## src/rtl/mesh_link_port_pkg.sv

```systemverilog
// Shared mesh types: the link word and the mesh direction enum used by the
// port and, later, by the router.
package mesh_link_port_pkg;
    localparam int WORD_W = 32;

    typedef logic [WORD_W-1:0] word_t;

    typedef enum logic [1:0] {
        DIR_N,
        DIR_E,
        DIR_S,
        DIR_W
    } mesh_dir_t;
endpackage

```

## src/rtl/link_fifo.sv

```systemverilog
// Power-of-two FIFO with a registered occupancy count. The full/empty flags
// come from the count register, so neither one has a combinational path from
// any input.
module link_fifo #(
    parameter int DEPTH = 4,
    parameter int WIDTH = 32
) (
    input  logic                     clk,
    input  logic                     rst_n,
    input  logic                     wen,
    input  logic [WIDTH-1:0]         wdata,
    input  logic                     ren,
    output logic [WIDTH-1:0]         rdata,
    output logic                     full,
    output logic                     empty,
    output logic [$clog2(DEPTH):0]   count,
    output logic                     overflow,
    output logic                     underflow
);
    localparam int CNT_W = $clog2(DEPTH) + 1;
    localparam int PTR_W = CNT_W - 1;

    logic [WIDTH-1:0] mem [DEPTH];
    logic [PTR_W-1:0] wr_ptr;
    logic [PTR_W-1:0] rd_ptr;
    logic             do_push;
    logic             do_pop;

    assign full      = (count == CNT_W'(DEPTH));
    assign empty     = (count == '0);
    assign do_push   = wen && !full;
    assign do_pop    = ren && !empty;
    assign overflow  = wen && full;
    assign underflow = ren && empty;
    assign rdata     = mem[rd_ptr];

    // Storage is cleared on reset so the head reads as zero after reset.
    always_ff @(posedge clk or negedge rst_n) begin
        if (!rst_n) begin
            for (int i = 0; i < DEPTH; i++) begin
                mem[i] <= '0;
            end
        end else if (do_push) begin
            mem[wr_ptr] <= wdata;
        end
    end

    // Pointers wrap naturally because DEPTH is a power of two.
    always_ff @(posedge clk or negedge rst_n) begin
        if (!rst_n) begin
            wr_ptr <= '0;
            rd_ptr <= '0;
            count  <= '0;
        end else begin
            if (do_push) begin
                wr_ptr <= wr_ptr + PTR_W'(1);
            end
            if (do_pop) begin
                rd_ptr <= rd_ptr + PTR_W'(1);
            end
            case ({do_push, do_pop})
                2'b10:   count <= count + CNT_W'(1);
                2'b01:   count <= count - CNT_W'(1);
                default: count <= count;
            endcase
        end
    end
endmodule

```

## src/rtl/mesh_link_port.sv

```systemverilog
// Tile-side endpoint of one mesh link direction: TX FIFO toward the link,
// RX FIFO toward the core, sticky error flags.
module mesh_link_port
    import mesh_link_port_pkg::*;
#(
    parameter int DEPTH = 4
) (
    input  logic                   CLK,
    input  logic                   nRST,
    input  logic [WORD_W-1:0]      core_tx_data,
    input  logic                   core_tx_wen,
    output logic                   core_tx_full,
    output logic [WORD_W-1:0]      core_rx_data,
    input  logic                   core_rx_ren,
    output logic                   core_rx_empty,
    output logic [WORD_W-1:0]      link_send_data,
    output logic                   link_send_ready,
    input  logic                   link_send_done,
    input  logic [WORD_W-1:0]      link_recv_data,
    input  logic                   link_recv_valid,
    output logic                   link_recv_ready,
    output logic [$clog2(DEPTH):0] tx_count,
    output logic [$clog2(DEPTH):0] rx_count,
    output logic                   err_overflow,
    output logic                   err_underflow
);
    logic tx_empty;
    logic tx_overflow;
    logic tx_underflow_unused;
    logic rx_full;
    logic rx_overflow;
    logic rx_underflow;

    link_fifo #(.DEPTH(DEPTH), .WIDTH(WORD_W)) u_tx_fifo (
        .clk       (CLK),
        .rst_n     (nRST),
        .wen       (core_tx_wen),
        .wdata     (core_tx_data),
        .ren       (link_send_done),
        .rdata     (link_send_data),
        .full      (core_tx_full),
        .empty     (tx_empty),
        .count     (tx_count),
        .overflow  (tx_overflow),
        .underflow (tx_underflow_unused)
    );

    link_fifo #(.DEPTH(DEPTH), .WIDTH(WORD_W)) u_rx_fifo (
        .clk       (CLK),
        .rst_n     (nRST),
        .wen       (link_recv_valid),
        .wdata     (link_recv_data),
        .ren       (core_rx_ren),
        .rdata     (core_rx_data),
        .full      (rx_full),
        .empty     (core_rx_empty),
        .count     (rx_count),
        .overflow  (rx_overflow),
        .underflow (rx_underflow)
    );

    // Both link handshakes derive from count registers only; the link
    // interface ANDs them across tiles.
    assign link_send_ready = !tx_empty;
    assign link_recv_ready = !rx_full;

    always_ff @(posedge CLK or negedge nRST) begin
        if (!nRST) begin
            err_overflow  <= 1'b0;
            err_underflow <= 1'b0;
        end else begin
            if (tx_overflow || rx_overflow) begin
                err_overflow <= 1'b1;
            end
            if (rx_underflow) begin
                err_underflow <= 1'b1;
            end
        end
    end
endmodule
```

## config.mk

```make
export PLATFORM = sky130hd
export DESIGN_NAME = mesh_link_port
export DESIGN_NICKNAME = d
export VERILOG_FILES = /design/src/rtl/mesh_link_port_pkg.sv /design/src/rtl/link_fifo.sv /design/src/rtl/mesh_link_port.sv
export SDC_FILE = /design/constraint.sdc
export NUM_CORES = 1
export LEC_CHECK = 0
export ABC_AREA = 1
export BUFFER_PORTS_ARGS = -buffer_cell sky130_fd_sc_hd__buf_2
export CAP_MARGIN = 20
export CORE_MARGIN = 8
export CORE_UTILIZATION = 60
export DETAILED_ROUTE_END_ITERATION = 7
export MAX_ROUTING_LAYER = met4
export PLACE_DENSITY = 0.81
export SETUP_SLACK_MARGIN = 0.05
export SLEW_MARGIN = 20
export SYNTH_ARGS = -nofsm -noshare
export SYNTH_HDL_FRONTEND = slang
export SYNTH_SLANG_ARGS = --single-unit
```

## constraint.sdc

```tcl
create_clock -name CLK -period 4.9 [get_ports CLK]
set_clock_uncertainty 0.05 [all_clocks]
set_input_delay 0 -clock CLK [delete_from_list [all_inputs] [get_ports CLK]]
set_output_delay 0 -clock CLK [all_outputs]
set_load 0.03 [all_outputs]
```

==> results.toml <==
[synth]
yosysSeqAreaShare_pct = 50.83
synth_top_cell_area_share_pct = 50.83
synth.area.mux_share_pct = 0
synth_seq_cells = 272
netlist_top_cells_area = "dfrtp_1 (51%), nand2_1 (15%), nand4_1 (12%), o21ai_0 (6.4%), nor2_1 (5.4%)"
synth_cell_types = 24
synth-compound-area-share_pct = 7.316
synth_edf_count = 0
syn_area_mm2 = 0.01339
ys.warnings.count = 0
netlist_top_cells_count = "nand2_1 (551), dfrtp_1 (272), nand4_1 (258)"
avgSynthCellArea_um2 = 7.942
synthAdderAreaFrac_pct = 1.233
synth_top_family_by_area = "simple AND/OR/NAND/NOR gates"
synth_ff_type = "dfrtp_1"
ys_async_sr_fraction_pct = 100.0
yosys.area_share.simple_pct = 34.25
synthXorXnorAreaFrac_pct = 0.1308
synth_area_leader_cell = "dfrtp_1"
yosysMostFrequentCell = "nand2_1"
syn_nets = 1768
synthCells = 1686

[floorplanning]
coreArea_mm2 = 0.02189
die_h_um = 165.4
fp-row-count = 54
start_util_pct = 61.17
pin_count = 146
die_w_um = 165.4
fp.dieArea_mm2 = 0.02735

[worst_setup_path]
ff2ff_setup_slack_ns = 2.10
worst-path-buf-inv = 3
critical_path.startpoint_type = "flop"
crit_required_ns = 4.85
crit_fanout = 67
cp-end-kind = "output pin"
path_depth = 5
cp_slowest_cell = "inv_2"
path_cells = "buf_4 -> inv_2 -> o21ai_0 -> o21ai_0 -> buf_2"
crit_top_cell = "o21ai_0"
max_stage_delay_ns = 0.89
crit_type = "flop to output pin"
rr_worst_depth = 8
cp_top_family = "buffers and inverters"
arrival_ns = 3.00

[drt]
vias_per_cell = 6.006
drtIter0Drc = 1929
wl_um = 37340
ant_nets = 0
post-route-drc-count = 0
dr.pass1.iters = 6
via_count = 12570
wl_per_cell_um = 17.84

[grt]
grt_pass1_wl_um = 62000
grt_max_degree = 123
antenna_found_initial = 0
grt_pass1_vias = 12320
grtUsageTotal_pct = 28.23
grt_overflow = 0

[pwr]
p_int_uw = 6012
power_density_mw_per_mm2 = 745.5
pwr-share-clk_pct = 17.7
p_leak_uw = 0.007914
swShare_pct = 47.80
p_switching_uw = 5505
combPwrFrac_pct = 49.0
ir_drop_mv = 0.6037
pwr-share-seq_pct = 33.3

[clock_network]
cts_root_buffer = "clkbuf_16"
clk_path_buf_depth = 3
ctsHoldBuffers = 69
cts_setup_buffers = 0
cts_resized = 0
cts_made_buffers = 29
clkTransAtPathRegs_ns = 0.06
clock_sinks = 272
clk_latency_ns = 0.54
htreeDepth = 1
cts_tree = "built"

[sta]
setup_tns_ns = 0
hold_viol = 0
tightest_slew_ns = 1.060
setup_ws_ns = 1.852
drv_slew = 0
finalCritPeriodShare_pct = 62.21
finalCriticalPeriod_ns = 3.048
rsz0062_at_grt = "no"
maxSlewHeadroom_pct = 29.21
fmax_ghz = 0.3281
setup_viol = 0

[placement]
port_buffers = 145
place.gp.congestion = 0.8579
post-place-ws_ns = 2.170
dp_hpwl_um = 19800
place_area_mm2 = 0.01389

[cells_and_area]
utilization_pct = 70.57
drive_gt1_share_pct = 12.24
final_area_mm2 = 0.01545
syn_to_final_growth_pct = 15.37
antenna_cells = 0
finalNetCount = 1877

[run_status]
status = "finished clean"

[job]
cap_violations = 0

[hold_path]
hold_class = "primary input to async pin"
==> worst paths after layout <==
path / endpoint / start
max in group asynchronous: u_rx_fifo.mem[79]$_DFFE_PN0P_ / nRST
min in group CLK: u_tx_fifo.mem[123]$_DFFE_PN0P_ / core_tx_wen
setup reg to reg: u_tx_fifo.count[1]$_DFFE_PN0P_ / u_tx_fifo.count[0]$_DFFE_PN0P_
hold reg to reg: u_rx_fifo.mem[88]$_DFFE_PN0P_ / u_rx_fifo.mem[88]$_DFFE_PN0P_
setup / recovery: core_rx_data[9] / u_rx_fifo.rd_ptr[0]$_DFFE_PN0P_
hold / removal: u_tx_fifo.mem[124]$_DFFE_PN0P_ / nRST
==> power by group through the flow <==
| stage | logic (uW) | registers, uW | clock network (uW) |
|---|---|---|---|
| CTS | 5620 | 3820 | 2060 |
| global placement | 5430 | 3800 | 0 |
| finish | 5640 | 3840 | 2040 |
| detailed placement | 5550 | 3840 | 0 |
| floorplan | 4090 | 3770 | 0 |
| global route | 6240 | 3950 | 2160 |
==> through the flow <==
| step | hold slack, ns | total power, uW | instances |
|---|---|---|---|
| final | 0.08815 | 11520 | 2093 |
| after floorplan | -0.3456 | 7853 | 1686 |
| after detailed placement | 0.1136 | 9385 | 1975 |
| after global placement | 0.1237 | 9223 | 1975 |
| after CTS | 0.1108 | 11500 | 2093 |
| after global routing | 0.1762 | 12350 | 2093 |
==> cell type report <==
type / instances / area [um2]
fillers: 1729 / 6442
inverters: 24 / 90.09
clock inverters: 7 / 62.56
repair buffers: 234 / 1582
flip-flops and latches: 272 / 6809
well taps: 280 / 350.3
multi-input cells: 1234 / 5751
clock buffers: 42 / 804.5
==> metal layers <==
| layer | share of wire, % | vias up | GRT usage [%] |
|---|---|---|---|
| met5 | 0 | - | - |
| met4 | 2.4 | 0 | 9.253 |
| met3 | 8.2 | 75 | 4.041 |
| met2 | 48 | 575 | 44.97 |
| met1 | 41 | 6030 | 36.89 |
| li1 | - | 5890 | - |
==> state kept, by name (all words and copies together) (netlist names) <==
name and cells:
err_overflow 1, u_tx_fifo.mem 128, u_rx_fifo.wr_ptr 2, u_rx_fifo.count 3, u_tx_fifo.rd_ptr 2, u_tx_fifo.count 3
u_rx_fifo.rd_ptr 2, u_tx_fifo.wr_ptr 2, u_rx_fifo.mem 128, err_underflow 1
==> cell families (layout without fill, tap and decap cells) <==
family	count (synthesis)	count (layout)
compound gates	195	195
fa+ha+maj	12	12
buf+inv	180	307
xor+xnor	2	2
simple gates	1025	1025
flops	272	272
==> cell usage in the layout (no fill, tap or decap), drive strengths merged <==
cell and instances:
a31o 1, nand3b 1, nor2 194, clkinvlp 1
dlygate4sd3 69, buf 165, ha 10, nand2 553
fa 2, inv 23, nand4 258, bufinv 1
clkinv 6, dfrtp 272, clkbuf 42, o21ai 194
nand3 19, xnor2 2
Note: power is estimated with default switching activity, not from simulation.
